## src/rtl/alu_acc_seq.sv

```systemverilog
// alu_acc_seq
// Command sequencer and accumulator placed in front of a stateless 8-bit ALU.
// Commands are buffered in a small FIFO and executed one at a time. During
// execution the accumulator and the command operand are sent to the ALU, and
// the ALU result is written back into the accumulator. A command can also ask
// for the updated accumulator to be published on a valid/ready result port.
// Only one result is outstanding at a time. While a result waits for its
// consumer, new commands keep filling the FIFO.

module alu_acc_seq #(
    parameter int DEPTH = 4
) (
    input  logic                       clk,
    input  logic                       reset,

    input  logic                       cmd_valid_i,
    output logic                       cmd_ready_o,
    input  logic [2:0]                 cmd_op_i,
    input  logic [7:0]                 cmd_data_i,
    input  logic                       cmd_load_i,
    input  logic                       cmd_emit_i,

    output logic [7:0]                 alu_a_o,
    output logic [7:0]                 alu_b_o,
    output logic [2:0]                 alu_op_o,
    input  logic [7:0]                 alu_res_i,

    output logic                       res_valid_o,
    input  logic                       res_ready_i,
    output logic [7:0]                 res_data_o,

    output logic [7:0]                 acc_o,
    output logic                       busy_o,
    output logic [$clog2(DEPTH+1)-1:0] cmd_count_o
);

    localparam int CW = $clog2(DEPTH + 1);
    localparam int PW = (DEPTH > 1) ? $clog2(DEPTH) : 1;
    localparam logic [CW-1:0] C_DEPTH = CW'(DEPTH);

    // One buffered command: opcode, operand, load flag, emit flag (13 bits)
    typedef struct packed {
        logic [2:0] op;
        logic [7:0] data;
        logic       load;
        logic       emit;
    } cmd_t;

    typedef enum logic [1:0] {
        S_IDLE,
        S_EXEC,
        S_WAIT
    } state_t;

    cmd_t          r_fifo [DEPTH];
    logic [PW-1:0] r_wrPtr;
    logic [PW-1:0] r_rdPtr;
    logic [CW-1:0] r_count;

    state_t        r_state;
    state_t        w_nextState;
    cmd_t          r_ir;
    logic [7:0]    r_acc;
    logic          r_resValid;
    logic [7:0]    r_resData;

    cmd_t          w_inCmd;
    logic [7:0]    w_newAcc;
    logic          w_ready;
    logic          w_push;
    logic          w_pop;

    // Readiness looks only at the registered occupancy, so a pop in the same
    // cycle never opens a slot for a push while the FIFO is full.
    assign w_ready  = (r_count < C_DEPTH) && !reset;
    assign w_push   = cmd_valid_i && w_ready;
    assign w_pop    = (r_state == S_IDLE) && (r_count != '0);
    assign w_inCmd  = {cmd_op_i, cmd_data_i, cmd_load_i, cmd_emit_i};

    // A load takes the operand directly. Otherwise the ALU result is used,
    // and it already wraps at 8 bits.
    assign w_newAcc = r_ir.load ? r_ir.data : alu_res_i;

    // FIFO storage. Entries need no reset because occupancy decides validity.
    always_ff @(posedge clk) begin
        if (w_push) begin
            r_fifo[r_wrPtr] <= w_inCmd;
        end
    end

    // FIFO pointers wrap naturally at a power-of-two depth. The occupancy
    // counter stays unchanged when a push and a pop happen together.
    always_ff @(posedge clk) begin
        if (reset) begin
            r_wrPtr <= '0;
            r_rdPtr <= '0;
            r_count <= '0;
        end else begin
            if (w_push) begin
                r_wrPtr <= r_wrPtr + 1'b1;
            end
            if (w_pop) begin
                r_rdPtr <= r_rdPtr + 1'b1;
            end
            case ({w_push, w_pop})
                2'b10:   r_count <= r_count + 1'b1;
                2'b01:   r_count <= r_count - 1'b1;
                default: r_count <= r_count;
            endcase
        end
    end

    // Sequencer state register
    always_ff @(posedge clk) begin
        if (reset) begin
            r_state <= S_IDLE;
        end else begin
            r_state <= w_nextState;
        end
    end

    // Next-state logic and ALU operand steering. ALU ports idle at b=0, op=add
    // outside execution so that they are deterministic.
    always_comb begin
        w_nextState = r_state;
        alu_b_o     = '0;
        alu_op_o    = '0;
        case (r_state)
            S_IDLE: begin
                if (w_pop) begin
                    w_nextState = S_EXEC;
                end
            end
            S_EXEC: begin
                alu_b_o     = r_ir.data;
                alu_op_o    = r_ir.op;
                w_nextState = r_ir.emit ? S_WAIT : S_IDLE;
            end
            S_WAIT: begin
                if (res_ready_i) begin
                    w_nextState = S_IDLE;
                end
            end
            default: begin
                w_nextState = S_IDLE;
            end
        endcase
    end

    // Instruction register captures the FIFO head as it is popped
    always_ff @(posedge clk) begin
        if (reset) begin
            r_ir <= '0;
        end else if (w_pop) begin
            r_ir <= r_fifo[r_rdPtr];
        end
    end

    // Accumulator changes only in the single execute cycle
    always_ff @(posedge clk) begin
        if (reset) begin
            r_acc <= '0;
        end else if (r_state == S_EXEC) begin
            r_acc <= w_newAcc;
        end
    end

    // Result port: capture the new accumulator on an emitting execute cycle
    // and hold it until the consumer takes it.
    always_ff @(posedge clk) begin
        if (reset) begin
            r_resValid <= 1'b0;
            r_resData  <= '0;
        end else if ((r_state == S_EXEC) && r_ir.emit) begin
            r_resValid <= 1'b1;
            r_resData  <= w_newAcc;
        end else if ((r_state == S_WAIT) && res_ready_i) begin
            r_resValid <= 1'b0;
        end
    end

    assign cmd_ready_o = w_ready;
    assign alu_a_o     = r_acc;
    assign res_valid_o = r_resValid;
    assign res_data_o  = r_resData;
    assign acc_o       = r_acc;
    assign busy_o      = (r_state != S_IDLE) || (r_count != '0);
    assign cmd_count_o = r_count;

endmodule

```

## config.mk

```make
export PLATFORM = sky130hd
export DESIGN_NAME = alu_acc_seq
export DESIGN_NICKNAME = d
export VERILOG_FILES = /design/src/rtl/alu_acc_seq.sv
export SDC_FILE = /design/constraint.sdc
export NUM_CORES = 1
export LEC_CHECK = 0
export CAP_MARGIN = 20
export CORE_MARGIN = 4
export CORE_UTILIZATION = 39
export DETAILED_ROUTE_END_ITERATION = 8
export GPL_ROUTABILITY_DRIVEN = 0
export HOLD_SLACK_MARGIN = 0.03
export PLACE_DENSITY = 0.66
export SLEW_MARGIN = 20
export SYNTH_ARGS = -nofsm -noshare
export SYNTH_HDL_FRONTEND = slang
export SYNTH_SLANG_ARGS = --single-unit
```

## constraint.sdc

```tcl
create_clock -name clk -period 2.08 [get_ports clk]
set_input_delay 0.416 -clock clk [delete_from_list [all_inputs] [get_ports clk]]
set_output_delay 0.416 -clock clk [all_outputs]
set_load 0.02 [all_outputs]
```

### Yosys cells after proc, flatten, opt, wreduce, memory -nomap -nowiden

Memory sizes are Yosys's and may differ from the RTL's. A register that Yosys moved wholly into a read port is not among the register bits.
Cells that the tools add are included.

| word-level totals | value |
|---|---|
| flip-flop bits (word level) | 26 |
| memory bits (writable) | 52 |
| input bits | 25 |
| output and inout port bits | 41 |
| memories | 1 |

Memory list:

| memory | words | width | rd ports | clocked after Yosys merged registers in | write ports | RTL line | source |
|---|---|---|---|---|---|---|---|
| r_fifo | 4 | 13 | 1 | 1 | 1 | 55 | `cmd_t r_fifo [DEPTH];` |

| cells by class | value |
|---|---|
| $add $sub $neg | 4 |
| magnitude comparators | 1 |
| eq/ne operators | 6 |
| multiplexer cells | 12 |
| reductions and logical operators | 13 |

Operator list:

| operator | count |
|---|---|
| $mux 8 | 2 |
| $mux 2 | 3 |
| $pmux 2 s3 | 1 |
| $pmux 3 s2 | 1 |
| $reduce_bool 2->1 | 3 |
| $logic_and 1x1->1 | 5 |
| $add 2x1->2 const B | 2 |
| $eq 2x1->1 const B | 2 |
| $eq 2x2->1 const B | 2 |
| $mux 1 | 4 |
| $ne 2x2->1 const B | 2 |
| $add 3x1->3 const B | 1 |
| $lt 3x3->1 const B | 1 |
| $mux 3 | 1 |
| $reduce_bool 3->1 | 1 |
| $sub 3x1->3 const B | 1 |
| $logic_not 2->1 | 1 |
| $reduce_and 2->1 | 1 |
| $logic_not 1->1 | 1 |
| $logic_or 1x1->1 | 1 |

### Logic depth before layout (Yosys ltp)

Gate-level depths: netlist of the first run.

| logic depth | value |
|---|---|
| depth after elaboration | 5 |
| mapped depth | 9 |
| depth with buffers taken out | 8 |

### Least setup slack after synthesis of the first run

No wires, ideal clock.

| path | value |
|---|---|
| path kind | flip-flop to flip-flop |
| start point | register r_count[2] (netlist: cmd_count_o[2]) |
| end point | register r_count[2] (netlist: cmd_count_o[2]) |
| setup time | 0.071 ns |
| data arrival time | 2.056 ns |
| setup slack | -0.047 ns |
| stages on the path, launching flop included | 9 |
| buffers on the path | 0 |
| path through | dfxtp_1 -> nor3_2 -> nor3_1 -> ha_1 -> inv_1 -> fa_1 -> xor2_1 -> or3_1 -> a21oi_1 |

| on the way | value |
|---|---|
| elaborated cells on any way between the ends | 11 |
| those cells by class | add/sub: 2; order compare: 1; eq/ne: 2; mux: 1; reduce/logical: 5 |

RTL lines:

| what | RTL line | source |
|---|---|---|
| from (decl) | 58 | `logic [CW-1:0] r_count;` |
| from (signal assigned) | 106 | `2'b10: r_count <= r_count + 1'b1;` |
| from (signal assigned) | 107 | `2'b01: r_count <= r_count - 1'b1;` |
| from (signal assigned) | 108 | `default: r_count <= r_count;` |
| $reduce_bool 3->1 (*) | 77 | `assign w_pop = (r_state == S_IDLE) && (r_count != '0);` |
| $logic_and 1x1->1 (*) | 77 |  |
| named net w_pop | 71 | `logic w_pop;` |
| $eq 2x1->1 or $eq 2x2->1 (tied branches) | 105 | `case ({w_push, w_pop})` |
| $pmux 3 s2 or $reduce_bool 2->1 (tied branches) | n/a |  |

Mark *: on every way through the listed nets, which the timed path passes. The rest lies on a longest branch.
A chain may end at the register's enable or synchronous reset.

### Final worst setup path of the first run

| path | value |
|---|---|
| start point | register r_state[0] |
| end point | output alu_op_o[0] |

| on the way | value |
|---|---|
| cells in the longest elaborated chain, start to end | 2 |

Ends and longest elaborated chain:

| what | RTL line | source |
|---|---|---|
| from (decl) | 60 | `state_t r_state;` |
| from (signal assigned) | 118 | `r_state <= w_nextState;` |
| $eq 2x1->1 | 128 | `case (r_state)` |
| $mux 3 | 128 |  |
| to (decl) | 25 | `output logic [2:0] alu_op_o,` |

No other way between the ends.

==> summary.md, run 1 <==
| Metric | Value |
|---|---|
| Run status | `complete, no violations` |
| Peak Freq | `slightly below 500 MHz` |
| Remaining number of nets flagged by the antenna check after routing | `0` |
| Post-synth net total | `276` |
| Area of the core region | `0.00920 mm2` |
| Ordered list of cells on the worst path | `nor2b_2, buf_12, and2_1, clkdlybuf4s15_1` |
| Cell count after synthesis | `245` |
| Global router's overall resource usage | `12.5%` |
| Proportion of synthesized chip area in sequential cells | `63.7%` |
| Setup violators final | `0` |
| Worst Clk Skew | `0.0121 ns` |
| Remaining design rule violation count | `0` |
| Die W | `~110 um` |
| GRT overflow | `0` |
| Clock buffer count from CTS | `9` |
| Cell types with the largest area share after synthesis | `sky130_fd_sc_hd__edfxtp_1, sky130_fd_sc_hd__dfxtp_1, sky130_fd_sc_hd__mux4_1, sky130_fd_sc_hd__mux4_2, sky130_fd_sc_hd__a211oi_1` |
| Endpoint class of the critical path | `output pin` |
| Required arrival time at the worst endpoint | `~1.7 ns` |
| Critical path start-end classification | `reg2out` |
| Fraction of layout instances using a drive strength above 1 | `18.8%` |
| Primary FF master, synth | `sky130_fd_sc_hd__edfxtp_1` |
| Library cell with the largest summed area after synthesis | `sky130_fd_sc_hd__edfxtp_1` |
| Startpoint types | `flop` |
| Tightest slew margin relative to the limit | `61.6%` |
| RSZ-0062 raised after global routing | `false` |
| First-pass GRT wire length | `11.0 mm` |
| Wirelength per Cell | `15.2 um` |
| Total Die Area | `0.0111 mm2` |
| Maximum number of pins on one net before global-route repair | `29` |
| Clock tree root driver cell | `sky130_fd_sc_hd__clkbuf_8` |
| H-tree lvl count | `3` |
| Maximum single-stage delay on the critical path | `approximately 0.42 ns` |
| Final clock period utilization by the worst path | `97.4%` |
| Mapped Avg Cell Area | `15.0 um2` |
| Warning count from the yosys run | `0` |
| Switching fraction of total power | `33.8%` |
| Util after Layout | `50.9%` |
| Post-Place Setup Slack | `-0.226 ns` |
| Number of antenna violations at the first check in global routing | `0` |
| Number of flops mapped to enable cells by yosys | `52` |
| Post-route minimum period | `2.03 ns` |
| Static Leakage | `1.64 nW` |
| Port Buffer Count | `between 60 and 70` |
| Std cell rows | `35` |
| Portion of total power attributed to combinational logic | `37.0%` |
| Post-layout worst setup margin | `roughly 0.055 ns` |
| Post-synthesis async set-or-reset flop share | `0%` |
| Summed instance area of the synthesized netlist | `approximately 0.0037 mm2` |
| Power share of the clock group | `20.1%` |
| Number of antenna cells inserted | `0` |
| Syn-to-layout area delta | `27.2%` |
| Critical path arrival | `1.61 ns` |
| Buffer levels on the longest clock path | `2` |
| Register Area | `0.00234 mm2` |
| Worst hold-check path type | `reg2reg` |
| 1st-iter DRT viols | `66` |
| Top delay family on crit path | `buffers and inverters` |
| Initial core utilization | `40.0%` |
| Final slew viol count | `0` |
| Clk Latency, worst-skew pair | `about 0.35 ns` |
| Detailed-route wire length | `6.61 mm` |
| CTS tree | `yes` |
| Share of the synthesized area in the top cell type | `42.4%` |
| DIE HEIGHT | `105 um` |
| Switching power | `1.91 mW` |
| Clock edge transition at the registers on the reported setup and hold paths | `0.10 ns` |
| Vias | `approximately 2,200` |
| Flip-flop and latch count after synthesis | `just over 90` |
| Power density relative to cell area | `1210 mW/mm2` |
| Maximum fanout count along the critical path | `27` |
| Vias per cell | `4.98` |
| PnR Total Power | `5.65 mW` |
| Final HPWL DP | `4.70 mm` |
| IR Drop Worst-Case VDD | `0.433 mV` |
| Fill cells | `between 700 and 800` |
| I/O Pins | `66` |
| Clock net sink count | `91` |
| Hold violation total from the final report | `0` |
| Count of buffer and inverter cells on the critical path | `2` |
| Distinct cell type count of the synthesized netlist | `39` |
| Sequential share of power | `between 40 and 50%` |
| Internal Dissipation | `roughly 3.7 mW` |
| Crit-path slowest cell | `sky130_fd_sc_hd__dfxtp_1` |
| Most frequent cell after synthesis | `sky130_fd_sc_hd__edfxtp_1` |
| Number of global-route vias before repair | `2,215` |
| Number of nets in the finished design | `350` |
| Multi-input logic area | `0.00113 mm2` |
| Count of max-cap constraint violations | `0` |
| Top cells by count, synth | `sky130_fd_sc_hd__edfxtp_1, sky130_fd_sc_hd__dfxtp_1, sky130_fd_sc_hd__nor2_1` |
| Worst slew pin tran | `0.577 ns` |
| Drt first pass iters | `4` |
-- state kept, by name, indices dropped and copies added (netlist names) --
name	flops
r_state	2
res_valid_o	1
res_data_o	8
r_ir	13
r_rdPtr	2
cmd_count_o	3
r_wrPtr	2
r_fifo	52
acc_o	8
-- per-stage QoR --
step	instance area, um2	instances	TNS (ns)	hold WS (ns)
after floorplan	3680	245	0	0.440
after global placement	4510	419	-0.190	0.454
after detailed placement	4510	419	-0.315	0.464
after CTS	4690	435	0	0.493
after global routing	4680	435	0	0.516
final	4680	435	0	0.487
-- power groups by stage --
stage               Sequential [mW]  Combinational, mW  Clock [mW]
global placement               2.45               2.11           0
global route                   2.47               2.28        1.26
CTS                            2.42               2.12        1.17
finish                         2.42               2.09        1.14
detailed placement             2.47               2.15           0
floorplan                      2.53               1.33           0
-- logic make-up (layout without fill, tap and decap cells) --
kind of cell,after synthesis,count (layout),share of synthesized area (%)
AO/OA/AOI/OAI,41,41,8.84
XOR/XNOR,3,3,0.714
adder cells (fa/ha/maj),6,6,2.24
buffers and inverters,30,109,5.68
flip-flops,91,91,63.7
multiplexers,21,21,10.9
AND/OR/NAND/NOR,53,53,7.99
-- timing repair --
item	4_1_cts	5_1_grt
gates cloned	0	0
resized for setup	13	17
setup endpoints to repair	13	11
setup buffers	0	0
hold buffers	0	0
-- cell type report --
cell class,instances,area share (%)
Clock buffer,9,2.65
Timing Repair Buffer,86,18.0
Inverter,7,0.561
Clock inverter,7,1.47
Tap cell,111,2.97
Multi-Input combinational cell,124,24.2
Sequential cell,91,50.1
-- routing by layer --
metal | global-route usage, % | vias up | part of all wire [%]
li1 | - | 1068 | -
met1 | 16.5 | 1041 | 46
met2 | 20.1 | 49 | 47
met3 | 3.15 | 7 | 5.1
met4 | 4.50 | 0 | 1.0
met5 | 0 | - | 0
-- path summary, 6_finish.rpt --
kind	start	slack [ns]	depth (start not counted)	endpoint
min reg2reg	r_ir[11]$_SDFFE_PP0P_	0.49	1	r_ir[11]$_SDFFE_PP0P_
max	r_state[0]$_SDFFE_PP0P_	0.05	4	alu_op_o[0]
max reg2reg	cmd_count_o[0]$_SDFFE_PP0P_	0.14	8	cmd_count_o[2]$_SDFFE_PP0P_
min	r_ir[11]$_SDFFE_PP0P_	0.49	1	r_ir[11]$_SDFFE_PP0P_
-- cells in the final DEF, fill, tap and decap left out, types with 2 or more instances in the layout --
cell                              count
sky130_fd_sc_hd__edfxtp_1            52
sky130_fd_sc_hd__nand2_1              2
sky130_fd_sc_hd__a22o_2               3
sky130_fd_sc_hd__buf_12               5
sky130_fd_sc_hd__mux2i_1              8
sky130_fd_sc_hd__dlygate4sd2_1        2
sky130_fd_sc_hd__mux4_2               6
sky130_fd_sc_hd__a22o_1              10
sky130_fd_sc_hd__nor2_1              26
sky130_fd_sc_hd__a211oi_1            16
sky130_fd_sc_hd__ha_1                 5
sky130_fd_sc_hd__o31ai_1              2
sky130_fd_sc_hd__clkinv_4             3
sky130_fd_sc_hd__clkdlybuf4s50_1     52
sky130_fd_sc_hd__dfxtp_2              2
sky130_fd_sc_hd__inv_1                7
sky130_fd_sc_hd__clkbuf_8             9
sky130_fd_sc_hd__clkbuf_2             5
sky130_fd_sc_hd__buf_4               16
sky130_fd_sc_hd__dfxtp_1             37
sky130_fd_sc_hd__clkdlybuf4s15_1      6
sky130_fd_sc_hd__and2_1              15
sky130_fd_sc_hd__nor3_2               2
sky130_fd_sc_hd__xor2_1               2
sky130_fd_sc_hd__mux4_1               7
sky130_fd_sc_hd__inv_8                3
sky130_fd_sc_hd__a21oi_1              5
No activity file was read; power rests on OpenSTA's default activity.
==> run 2, diff against run 1 <==
- RECOVER_POWER: not set -> 25
==> run 2 against run 1 <==
Compared with the run above:
- utilization stayed put
- power hardly changed
- worst setup slack hardly changed
- combinational power hardly changed
- critical path type unchanged
- largest power group unchanged
- highest routed layer unchanged
==> summary.md, run 2 (synthesized netlist as in run 1, its figures left out) <==
| Metric | Value |
|---|---|
| Remaining number of nets flagged by the antenna check after routing | `0` |
| Launch point of the worst reg-to-reg path | `cmd_count_o[0]$_SDFFE_PP0P_` |
| Fill cells | `799` |
| Remaining design rule violation count | `0` |
| Endpoint class of the critical path | `output pin` |
| Count of max-cap constraint violations | `0` |
| Final slew viol count | `0` |
| Setup violators final | `0` |
| Ordered list of cells on the worst path | `nor2b_2, buf_12, and2_1, clkdlybuf4s15_1` |
| Post-Place Setup Slack | `-0.226 ns` |
| Internal reg-to-reg setup slack | `0.14 ns` |
| Post-layout worst setup margin | `0.0550 ns` |
| Startpoint types | `flop` |
| Final instance area | `0.00468 mm2` |
| Clock tree root driver cell | `sky130_fd_sc_hd__clkbuf_8` |
| Worst hold-check path type | `reg2reg` |
| Buffer levels on the longest clock path | `2` |
| Largest Register | `r_fifo` |
| I/O Pins | `between 60 and 70` |
| Power density relative to cell area | `1210 mW/mm2` |
| Worst slew pin tran | `0.577 ns` |
| Routed wl met2 | `approximately 3.1 mm` |
| Clock edge transition at the registers on the reported setup and hold paths | `0.10 ns` |
| Initial core utilization | `40.0%` |
| Total length of routed met3 wires | `336 um` |
| Maximum single-stage delay on the critical path | `0.42 ns` |
| Crit-path slowest cell | `sky130_fd_sc_hd__dfxtp_1` |
| Area of the core region | `approximately 0.009 mm2` |
| Sum of negative setup slack | `0 ns` |
| Register Area | `0.00234 mm2` |
| Hold violation total from the final report | `0` |
| GRT overflow | `0` |
| Required arrival time at the worst endpoint | `1.66 ns` |
| Count of buffer and inverter cells on the critical path | `2` |
| Run status | `complete, no violations` |
| 1st-iter DRT viols | `68` |
| Number of global-route vias before repair | `2,215` |
| Max reg flops | `52` |
| Util after Layout | `50.9%` |
| Port Buffer Count | `65` |
| PnR Total Power | `5.64 mW` |
| Clock net sink count | `91` |
| Hold worst-path end | `r_ir[11]$_SDFFE_PP0P_` |
| Critical path start-end classification | `reg2out` |
| Post-CTS Hold Fix Bufs | `0` |
| Die W | `105 um` |
| Cell depth of the worst min-delay path | `1` |
| First-pass GRT wire length | `roughly 11 mm` |
| Worst Clk Skew | `0.0121 ns` |
| IR Drop Worst-Case VDD | `0.433 mV` |
| Peak Freq | `between 400 and 500 MHz` |
| Placed cells | `between 400 and 500` |
| Syn-to-layout area delta | `27.2%` |
| Wirelength per Cell | `15.2 um` |
| Highest-count cells in the layout ignoring fill and taps | `sky130_fd_sc_hd__edfxtp_1, sky130_fd_sc_hd__clkdlybuf4s50_1, sky130_fd_sc_hd__dfxtp_1` |
| Clk Latency, worst-skew pair | `0.35 ns` |
| Tightest slew margin relative to the limit | `61.6%` |
| Vias | `about 2,200` |
| Uppermost metal layer occupied by signal nets | `met4` |
| Worst R2R Path Depth | `8` |
| Std cell rows | `35` |
| Final clock period utilization by the worst path | `97.4%` |
| H-tree lvl count | `3` |
| Post-route minimum period | `approximately 2.0 ns` |
| Number of nets in the finished design | `350` |
| Clock buffer count from CTS | `9` |
| Multi-input logic area | `0.00113 mm2` |
| DIE HEIGHT | `105 um` |
| Maximum number of pins on one net before global-route repair | `29` |
| Detailed-route wire length | `6.61 mm` |
| CTS tree | `yes` |
| Maximum fanout count along the critical path | `27` |
| Total Die Area | `0.0111 mm2` |
| Total placed instance area | `between 0.004 and 0.005 mm2` |
| RSZ-0062 raised after global routing | `false` |
| Global router's overall resource usage | `about an eighth` |
| Final HPWL DP | `4.70 mm` |
| Final non-filler cell total | `435` |
| Detailed-route wire length on metal 1 | `between 3 and 4 mm` |
| End of the worst register-to-register path | `cmd_count_o[2]$_SDFFE_PP0P_` |
| Drt first pass iters | `4` |
| Startpoint of the tightest hold check path | `r_ir[11]$_SDFFE_PP0P_` |
| Worst path depth | `4` |
| Fraction of layout instances using a drive strength above 1 | `approximately a fifth` |
| Number of antenna cells inserted | `0` |
| Static Leakage | `1.64 nW` |
| Vias per cell | `between 4 and 5` |
| Fin Hold WS | `0.487 ns` |
| Critical path arrival | `1.61 ns` |
| Number of antenna violations at the first check in global routing | `0` |
| Top delay family on crit path | `buffers and inverters` |
| Leading cell type in the layout, fill and taps excluded | `sky130_fd_sc_hd__edfxtp_1` |
| Biggest registers after layout | `r_fifo: 52 flops, r_ir: 13 flops` |
## run 2: per-layer routing
metal	vias up	GRT usage (%)
met2	49	20.1
met3	7	3.15
li1	1068	-
met1	1041	16.5
met4	0	4.50
met5	-	0
## run 2: what timing repair did
item	in CTS	in global routing
cloned	0	0
setup endpoints to repair	13	11
resized for setup	13	17
setup buffers	0	0
## run 2: final cells by class
class                           instances  area share (%)
Sequential cell                        91            50.1
Tap cell                              111            2.97
Timing Repair Buffer                   86            18.0
Inverter                                7           0.561
Clock inverter                          7            1.47
Clock buffer                            9            2.65
Multi-Input combinational cell        124            24.2
## run 2: worst max-delay path by stage
| stage | startpoint | to |
|---|---|---|
| after detailed placement | reset | cmd_count_o[2]$_SDFFE_PP0P_ |
| after global placement | reset | cmd_count_o[2]$_SDFFE_PP0P_ |
| after global routing | r_state[0]$_SDFFE_PP0P_ | alu_b_o[2] |
| after floorplan | cmd_count_o[1]$_SDFFE_PP0P_ | cmd_count_o[2]$_SDFFE_PP0P_ |
| after CTS | cmd_count_o[0]$_SDFFE_PP0P_ | cmd_count_o[2]$_SDFFE_PP0P_ |
| final | r_state[0]$_SDFFE_PP0P_ | alu_op_o[0] |
## run 2: power by group
| part | total [mW] | internal [mW] | switching (mW) |
|---|---|---|---|
| Sequential | 2.42 | 2.20 | 0.219 |
| Clock | 1.14 | 0.470 | 0.667 |
| Combinational | 2.08 | 1.06 | 1.02 |
